===== config.mk =====
export PLATFORM = sky130hd
export DESIGN_NAME = decode_issue
export DESIGN_NICKNAME = d
export VERILOG_FILES = /design/src/rtl/arm_pkg.sv /design/src/rtl/cond_check.sv /design/src/rtl/decode_issue.sv
export SDC_FILE = /design/constraint.sdc
export NUM_CORES = 1
export LEC_CHECK = 0
export CELL_PAD_IN_SITES_DETAIL_PLACEMENT = 1
export CELL_PAD_IN_SITES_GLOBAL_PLACEMENT = 1
export CORE_MARGIN = 2
export CORE_UTILIZATION = 38
export DETAILED_ROUTE_END_ITERATION = 8
export GPL_ROUTABILITY_DRIVEN = 0
export GPL_TIMING_DRIVEN = 1
export PLACE_DENSITY = 0.86
export SLEW_MARGIN = 15
export SYNTH_ARGS = -nofsm -noshare
export SYNTH_HDL_FRONTEND = slang
export SYNTH_SLANG_ARGS = --single-unit

===== constraint.sdc =====
create_clock -name clock -period 3.2 [get_ports clock]
set_clock_uncertainty 0.2 [all_clocks]
set_input_delay 0.64 -clock clock [delete_from_list [all_inputs] [get_ports clock]]
set_output_delay 0.64 -clock clock [all_outputs]
set_load 0.01 [all_outputs]

===== src/rtl/arm_pkg.sv =====
// Shared types and constants for the ARM data-processing decode/issue slice.
package arm_pkg;

  // ALU micro-ops (uop = {1'b0, opcode}); NOP marks a non-issuing cycle
  typedef enum logic [4:0] {
    UOP_AND = 5'b00000, UOP_EOR = 5'b00001, UOP_SUB = 5'b00010, UOP_RSB = 5'b00011,
    UOP_ADD = 5'b00100, UOP_ADC = 5'b00101, UOP_SBC = 5'b00110, UOP_RSC = 5'b00111,
    UOP_TST = 5'b01000, UOP_TEQ = 5'b01001, UOP_CMP = 5'b01010, UOP_CMN = 5'b01011,
    UOP_ORR = 5'b01100, UOP_MOV = 5'b01101, UOP_BIC = 5'b01110, UOP_MVN = 5'b01111,
    UOP_NOP = 5'b11111
  } uop_e;

  // Condition field encodings
  typedef enum logic [3:0] {
    COND_EQ = 4'h0, COND_NE = 4'h1, COND_CS = 4'h2, COND_CC = 4'h3,
    COND_MI = 4'h4, COND_PL = 4'h5, COND_VS = 4'h6, COND_VC = 4'h7,
    COND_HI = 4'h8, COND_LS = 4'h9, COND_GE = 4'hA, COND_LT = 4'hB,
    COND_GT = 4'hC, COND_LE = 4'hD, COND_AL = 4'hE, COND_NV = 4'hF
  } cond_e;

  // Bit positions inside the flags vector from regs
  typedef enum int {FLAG_V = 0, FLAG_N = 1, FLAG_C = 2, FLAG_Z = 3} flag_idx_e;

  typedef enum logic [1:0] {ST_IDLE = 2'd0, ST_EVAL = 2'd1, ST_ISSUE = 2'd2} state_t;

  // Field view of a data-processing instruction word
  typedef struct packed {
    logic [3:0]  cond;
    logic [1:0]  cls;
    logic        i;
    logic [3:0]  opcode;
    logic        s;
    logic [3:0]  rn;
    logic [3:0]  rd;
    logic [11:0] op2;
  } ins_t;

  // 8-bit immediate rotated right by twice the 4-bit rotate field
  function automatic logic [31:0] ror_imm(input logic [11:0] op2);
    logic [63:0] dbl;
    logic [63:0] sh;
    dbl = {24'h0, op2[7:0], 24'h0, op2[7:0]};
    sh  = dbl >> {op2[11:8], 1'b0};
    return sh[31:0];
  endfunction

  // TST/TEQ/CMP/CMN only set flags and never write Rd
  function automatic logic is_test_op(input logic [3:0] opcode);
    return opcode[3:2] == 2'b10;
  endfunction

endpackage


===== src/rtl/cond_check.sv =====
// Condition-field evaluator. With COND_EXEC_EN undefined every cond except
// NV passes and the flags are ignored.
module cond_check
  import arm_pkg::*;
(
  input  logic [3:0] cond,
  input  logic [3:0] flags,
  output logic       pass
);
`ifdef COND_EXEC_EN
  logic z, c, n, v;
  assign z = flags[FLAG_Z];
  assign c = flags[FLAG_C];
  assign n = flags[FLAG_N];
  assign v = flags[FLAG_V];

  // full ARM condition table
  always_comb begin
    pass = 1'b0;
    case (cond)
      COND_EQ: pass = z;
      COND_NE: pass = !z;
      COND_CS: pass = c;
      COND_CC: pass = !c;
      COND_MI: pass = n;
      COND_PL: pass = !n;
      COND_VS: pass = v;
      COND_VC: pass = !v;
      COND_HI: pass = c & !z;
      COND_LS: pass = !c | z;
      COND_GE: pass = (n == v);
      COND_LT: pass = (n != v);
      COND_GT: pass = !z & (n == v);
      COND_LE: pass = z | (n != v);
      COND_AL: pass = 1'b1;
      default: pass = 1'b0;
    endcase
  end
`else
  logic flags_unused;
  assign flags_unused = flags[FLAG_Z] ^ flags[FLAG_C] ^ flags[FLAG_N] ^ flags[FLAG_V];
  assign pass = (cond != COND_NV);
`endif
endmodule


===== src/rtl/decode_issue.sv =====
// In-order decode/issue stage for ARM data-processing ops.
// IDLE -> EVAL -> ISSUE; outputs are registered at the end of EVAL and live
// for the single ISSUE cycle. Optional macro COND_EXEC_EN enables condition
// evaluation against the live flags.
module decode_issue
  import arm_pkg::*;
(
  input  logic        clock,
  input  logic        reset,
  input  logic        ins_valid,
  input  logic [31:0] ins_data,
  output logic        ins_ready,
  input  logic [3:0]  flags,
  output logic [3:0]  sel_p0,
  output logic [3:0]  sel_p1,
  output logic [3:0]  sel_in,
  output logic [4:0]  uop,
  output logic [31:0] imm,
  output logic        imm_sel,
  output logic        wr_en,
  output logic        flags_wr,
  output logic [31:0] pc,
  output logic        illegal,
  output logic        skipped
);
  state_t state;
  ins_t   ins_q;
  logic   pass, writes, bad;

  cond_check u_cond (.cond(ins_q.cond), .flags(flags), .pass(pass));

  assign ins_ready = (state == ST_IDLE);

  // legality of the captured word
  always_comb begin
    writes = !is_test_op(ins_q.opcode);
    bad    = (ins_q.cls != 2'b00) || (ins_q.cond == COND_NV) ||
             (writes && ins_q.rd == 4'hF) ||
             (!ins_q.i && ins_q.op2[11:4] != 8'h00);
  end

  // FSM plus registered issue outputs; strobes default to idle every cycle
  always_ff @(posedge clock) begin
    if (reset) begin
      state    <= ST_IDLE;
      ins_q    <= '0;
      sel_p0   <= '0;
      sel_p1   <= '0;
      sel_in   <= '0;
      uop      <= UOP_NOP;
      imm      <= '0;
      imm_sel  <= 1'b0;
      wr_en    <= 1'b0;
      flags_wr <= 1'b0;
      pc       <= '0;
      illegal  <= 1'b0;
      skipped  <= 1'b0;
    end else begin
      uop      <= UOP_NOP;
      wr_en    <= 1'b0;
      flags_wr <= 1'b0;
      illegal  <= 1'b0;
      skipped  <= 1'b0;
      case (state)
        ST_IDLE: if (ins_valid) begin
          ins_q <= ins_data;
          state <= ST_EVAL;
        end
        ST_EVAL: begin
          state   <= ST_ISSUE;
          pc      <= pc + 32'd4;
          sel_p0  <= ins_q.rn;
          sel_in  <= ins_q.rd;
          imm_sel <= ins_q.i;
          if (ins_q.i) imm    <= ror_imm(ins_q.op2);
          else         sel_p1 <= ins_q.op2[3:0];
          if (bad) begin
            illegal <= 1'b1;
          end else if (!pass) begin
`ifdef COND_EXEC_EN
            skipped <= 1'b1;
`else
            skipped <= 1'b0;
`endif
          end else begin
            uop      <= {1'b0, ins_q.opcode};
            wr_en    <= writes;
            flags_wr <= !writes | ins_q.s;
          end
        end
        ST_ISSUE: state <= ST_IDLE;
        default:  state <= ST_IDLE;
      endcase
    end
  end
endmodule


# Yosys cells after proc, flatten, opt, wreduce, memory -nomap -nowiden
# Index checks and enable logic that the tools add are counted.
[classes] n_addsub=1 multipliers=0 div=0 magnitude_cmp=0 eq_ne=6 n_shift=1 muxes=4 n_bitwise=4 n_reduce_logical=16
[ops] cell="$shr A40 B5 Y32" n=1
[ops] cell="$add A32 B3 Y32 const B" n=1
[ops] cell="$eq A4 B4 Y1 const B" n=2
[ops] cell="$reduce_bool A8 Y1" n=1
[ops] cell="$reduce_and A2 Y1" n=3
[ops] cell="$mux W5" n=1
[ops] cell="$ne A4 B4 Y1 const B" n=1
[ops] cell="$pmux W2 S2" n=1
[ops] cell="$reduce_or A4 Y1" n=1
[ops] cell="$logic_or A1 B1 Y1" n=3
[ops] cell="$not A1 Y1" n=3
[ops] cell="$reduce_or A3 Y1" n=1
[ops] cell="$eq A2 B1 Y1 const B" n=1
[ops] cell="$eq A2 B2 Y1 const B" n=1
[ops] cell="$logic_and A1 B1 Y1" n=2
[ops] cell="$logic_not A1 Y1" n=2
[ops] cell="$logic_not A2 Y1" n=1
[ops] cell="$mux W2" n=1
[ops] cell="$ne A2 B2 Y1 const B" n=1
[ops] cell="$reduce_bool A2 Y1" n=1
[ops] cell="$reduce_or A2 Y1" n=1
[ops] cell="$mux W1" n=1
[ops] cell="$or A1 B1 Y1" n=1
[totals] ff_bits=119 latch_bits=0 mem_bits_rw=0 mem_bits_ro=0 input_bits=39 output_inout_bits=87 word_cells=52 mem_count=0

# Longest topological paths before layout
[depth] ltp_word=6 depth_mapped=6 depth_no_buf=4

# By module
# A second synthesis with hierarchy kept.
[hier_totals] cells_unflattened=587 hier_area_um2=4845.9
[modules_own_cells] module="decode_issue" n_inst=1 cells_each=586 area_per_inst_um2=4839.6 seq_area_each_um2=2342.2
[modules_own_cells] module="cond_check" n_inst=1 cells_each=1 area_per_inst_um2=6.3 seq_area_each_um2=0.0

# Worst setup path after synthesis
# OpenSTA, ideal clock, no wires.
[synth_timing] kind="input port to flip-flop" from="input reset" to="register imm[17]" setup_time_ps=128 arrival_ps=1526 required_ps=2872 setup_slack_ps=1346 path_stages=4 path_buffers=3 path_cell_list="clkbuf_1 -> clkbuf_1 -> buf_1 -> nor2_1"
[synth_rtl] element="from (decl)" line="decode_issue.sv:9" text="input logic reset,"
[synth_rtl] element="to (signal assigned)" line="decode_issue.sv:75" text="if (ins_q.i) imm <= ror_imm(ins_q.op2);"
[synth_rtl] element="to (decl)" line="decode_issue.sv:18" text="output logic [31:0] imm,"
# No word-level cell between the ends.

# Final worst setup path
[layout_timing] from="register state[1]" to="output ins_ready"
[layout_between] elab_chain_len=1
[layout_rtl] element="from (decl)" line="decode_issue.sv:26" text="state_t state;"
[layout_rtl] element="from (signal assigned)" line="decode_issue.sv:45" text="state <= ST_IDLE;"
[layout_rtl] element="from (signal assigned)" line="decode_issue.sv:67" text="state <= ST_EVAL;"
[layout_rtl] element="from (signal assigned)" line="decode_issue.sv:70" text="state <= ST_ISSUE;"
[layout_rtl] element="$logic_not A2 Y1" line="decode_issue.sv:32" text="assign ins_ready = (state == ST_IDLE);"
[layout_rtl] element="to (decl)" line="decode_issue.sv:12" text="output logic ins_ready,"
# Every way passes these cells.

==> results.tsv <==
stage	metric	value	unit
routing	antenna_left	0	
sta	finalSetupViolCount	0	
routing	drc_errors	0	
synthesis	syn_inst	580	
sta	hold_viol	0	
sta	fin_ws	0.731	ns
grt	antenna_found_initial	0	
critical_path	r2r_end	imm[23]$_SDFFE_PP0P_	
layout	layout_common_cells	nand2_1 (120), dfxtp_1 (117), clkdlybuf4s50_1 (117)	
clock_network	hold_buffers	0	
die	die_w	117	microns
clock_network	cts.clk_slew.worst_paths	0.06	ns
grt	first_global_vias	4782	
layout	drive_gt1_share	6.33	%
sta	fmax	0.405	GHz
die	die-area	13700	sq um
sta	max-slew-margin-rel	38.0	%
critical_path	r2r_setup_slack	0.74	ns
status	status	finished clean	
clock_network	cts_sinks	117	
die	io_pins	126	
synthesis	syn-cell-area	4860	sq um
sta	finalCriticalPeriod	2.47	ns
critical_path	crit_path_cell_trace	nor2_1 -> clkdlybuf4s50_1	
worst_hold_path	hold_path.class	flip-flop to flip-flop	
sta	drv_slew	0	
synthesis	synth_ff_type	dfxtp_1	
synthesis	ys_seq_area_share	48.2	%
clock_network	cts_root_buf	clkbuf_16	
die	chipHeight	117	microns
placement	place_ws	0.812	ns
synthesis	yosysUniqueCellTypes	48	
sta	rsz0062_at_grt	false	
power	power_leakage	2.30	nW
layout	antennaDiodeCount	0	
placement	portBuffers	118	
routing	vias_per_cell	5.39	
clock_network	cts_tree	yes	
layout	mostFrequentLayoutCell	nand2_1	
synthesis	synth_edf_count	0	
power	power_density	563	nW/um^2
synthesis	syn_avg_cell_area	8.38	sq um
clock_network	post_cts_buffers	0	
clock_network	cts-resized-gates	0	
power	total_power	3.79	mW
layout	syn_to_final_growth	38.5	%
grt	gr-total-overflow	0	
critical_path	r2r-start	ins_q[25]$_SDFFE_PP0P_	
sta	worst_pin_slew	0.928	ns
critical_path	slowest_delay	0.60	ns
synthesis	ys.warnings.count	0	
placement	dp_hpwl	10100	microns
critical_path	cp-endpoint	ins_ready	
sta	tns	0	ns
critical_path	crit_slowest_cell	clkdlybuf4s50_1	
die	coreArea	12600	sq um
clock_network	cts_htree_levels	4	
critical_path	reg2reg_depth	5	
critical_path	cp.arrival	1.63	ns
grt	grt.total_usage	22.9	%
critical_path	crit_fanout	6	
power	peakVddDrop	0.422	mV
critical_path	worstSetupPathType	flip-flop to output port	
grt	grt_max_degree	83	
routing	routed_wl	15200	microns
routing	wl_per_cell	17.5	microns
routing	num_vias	4676	
critical_path	worstSetupEndpointType	output port	
grt	grt_pass1_wl	24200	microns
routing	drt_iter0_drc	252	
critical_path	startpoint	state[1]$_SDFFE_PP0P_	
synthesis	synth_seq_cells	117	
sta	period_share	77.2	%
layout	nets	722	
routing	dr.pass1.iters	4	
synthesis	async_reset_ff_share	0	%
die	rows	41	
layout	fin_util	53.5	%
clock_network	numCtsBuffers	17	
critical_path	crit_required	2.36	ns
die	initial_core_util	38.7	%
flow_run	drv_cap	0	
clock_network	clock_latency	0.42	ns
critical_path	crit_path_start_kind	flip-flop	
clock_network	ctsLongestPathBuffers	2	
-- sequential cells by signal (all words and copies together) (netlist names), 2 cells and up --
signal	cells
state	2
sel_in	4
sel_p0	4
uop	5
pc	30
imm	32
sel_p1	4
ins_q	32
-- metal layers --
metal / vias to the layer above / global-route usage [%] / part of all wire, %
li1: 2242 / - / -
met3: 25 / 7.93 / 5.9
met4: 0 / 7.22 / 1.6
met2: 128 / 38.9 / 50
met5: - / 0 / 0
met1: 2281 / 27.4 / 42
-- final cells by class --
class	instances	area (sq um)
clock buffer	18	429
clock inverter	14	201
fill	1462	5840
inverter	6	22.5
multi-input combinational	417	2300
sequential	117	2340
tap	172	215
timing repair buffer	123	1220
-- logic make-up after synthesis --
| family | after synthesis | synth area share (%) |
|---|---|---|
| fa+ha+maj | 1 | 0.257 |
| mux | 12 | 2.55 |
| flops | 117 | 48.2 |
| buf+inv | 48 | 4.58 |
| simple gates | 244 | 24.9 |
| compound gates | 145 | 17.3 |
| other cells | 1 | 0.0772 |
| xor+xnor | 12 | 2.16 |
-- metrics by stage --
step / cells / hold WS [ns] / instance area [sq um]
after floorplan: 582 / 0.211 / 4870
after global placement: 835 / 0.226 / 6100
after detailed placement: 835 / 0.234 / 6100
after CTS: 867 / 0.254 / 6730
after global routing: 867 / 0.266 / 6730
final: 867 / 0.255 / 6730
-- synthesized netlist by cell type (all sizes together) (3+ instances only) --
cell type  count  area, sq um
o21ai         19         95.1
inv            5         18.8
and3           3         18.8
and3b          3         26.3
nor3           5         30.0
or3            5         31.3
and2           6         37.5
nand3b         7         52.6
or4           13         97.6
clkbuf        32          131
and4           6         52.6
a22oi         12         90.1
nand2b         5         31.3
nor2b          5         31.3
buf           10         68.8
nand4         12          105
mux2           3         33.8
nand2        120          450
o31ai         13         97.6
mux2i          9         90.1
nor4           3         25.0
nand3          9         45.0
a21oi         85          425
dfxtp        117         2340
nor2          38          143
a32oi          6         52.6
xor2          10         87.6
-- power by group --
group	internal, mW	switching (mW)	total, mW
Combinational	0.0975	0.125	0.223
Clock	1.31	0.718	2.03
Sequential	1.49	0.0459	1.54
-- worst min-delay path by stage --
stage | startpoint | to | slack [ns] | depth (start not counted)
finish | sel_p0[3]$_SDFFE_PP0N_ | sel_p0[3]$_SDFFE_PP0N_ | 0.25 | 2
global route | ins_q[22]$_SDFFE_PP0P_ | uop[1]$_SDFF_PP1_ | 0.27 | 1
detailed placement | ins_q[22]$_SDFFE_PP0P_ | uop[1]$_SDFF_PP1_ | 0.23 | 1
floorplan | ins_q[21]$_SDFFE_PP0P_ | uop[0]$_SDFF_PP1_ | 0.21 | 1
CTS | ins_q[22]$_SDFFE_PP0P_ | uop[1]$_SDFF_PP1_ | 0.25 | 1
global placement | ins_q[21]$_SDFFE_PP0P_ | uop[0]$_SDFF_PP1_ | 0.23 | 1
-- worst max-delay path: cells and delay by family (launching register included) --
family	cells	cell delay [ns]
buffers and inverters	1	0.60
AND/OR/NAND/NOR	1	0.26
flip-flops	1	0.35
Power figures use the tool's default switching activity.
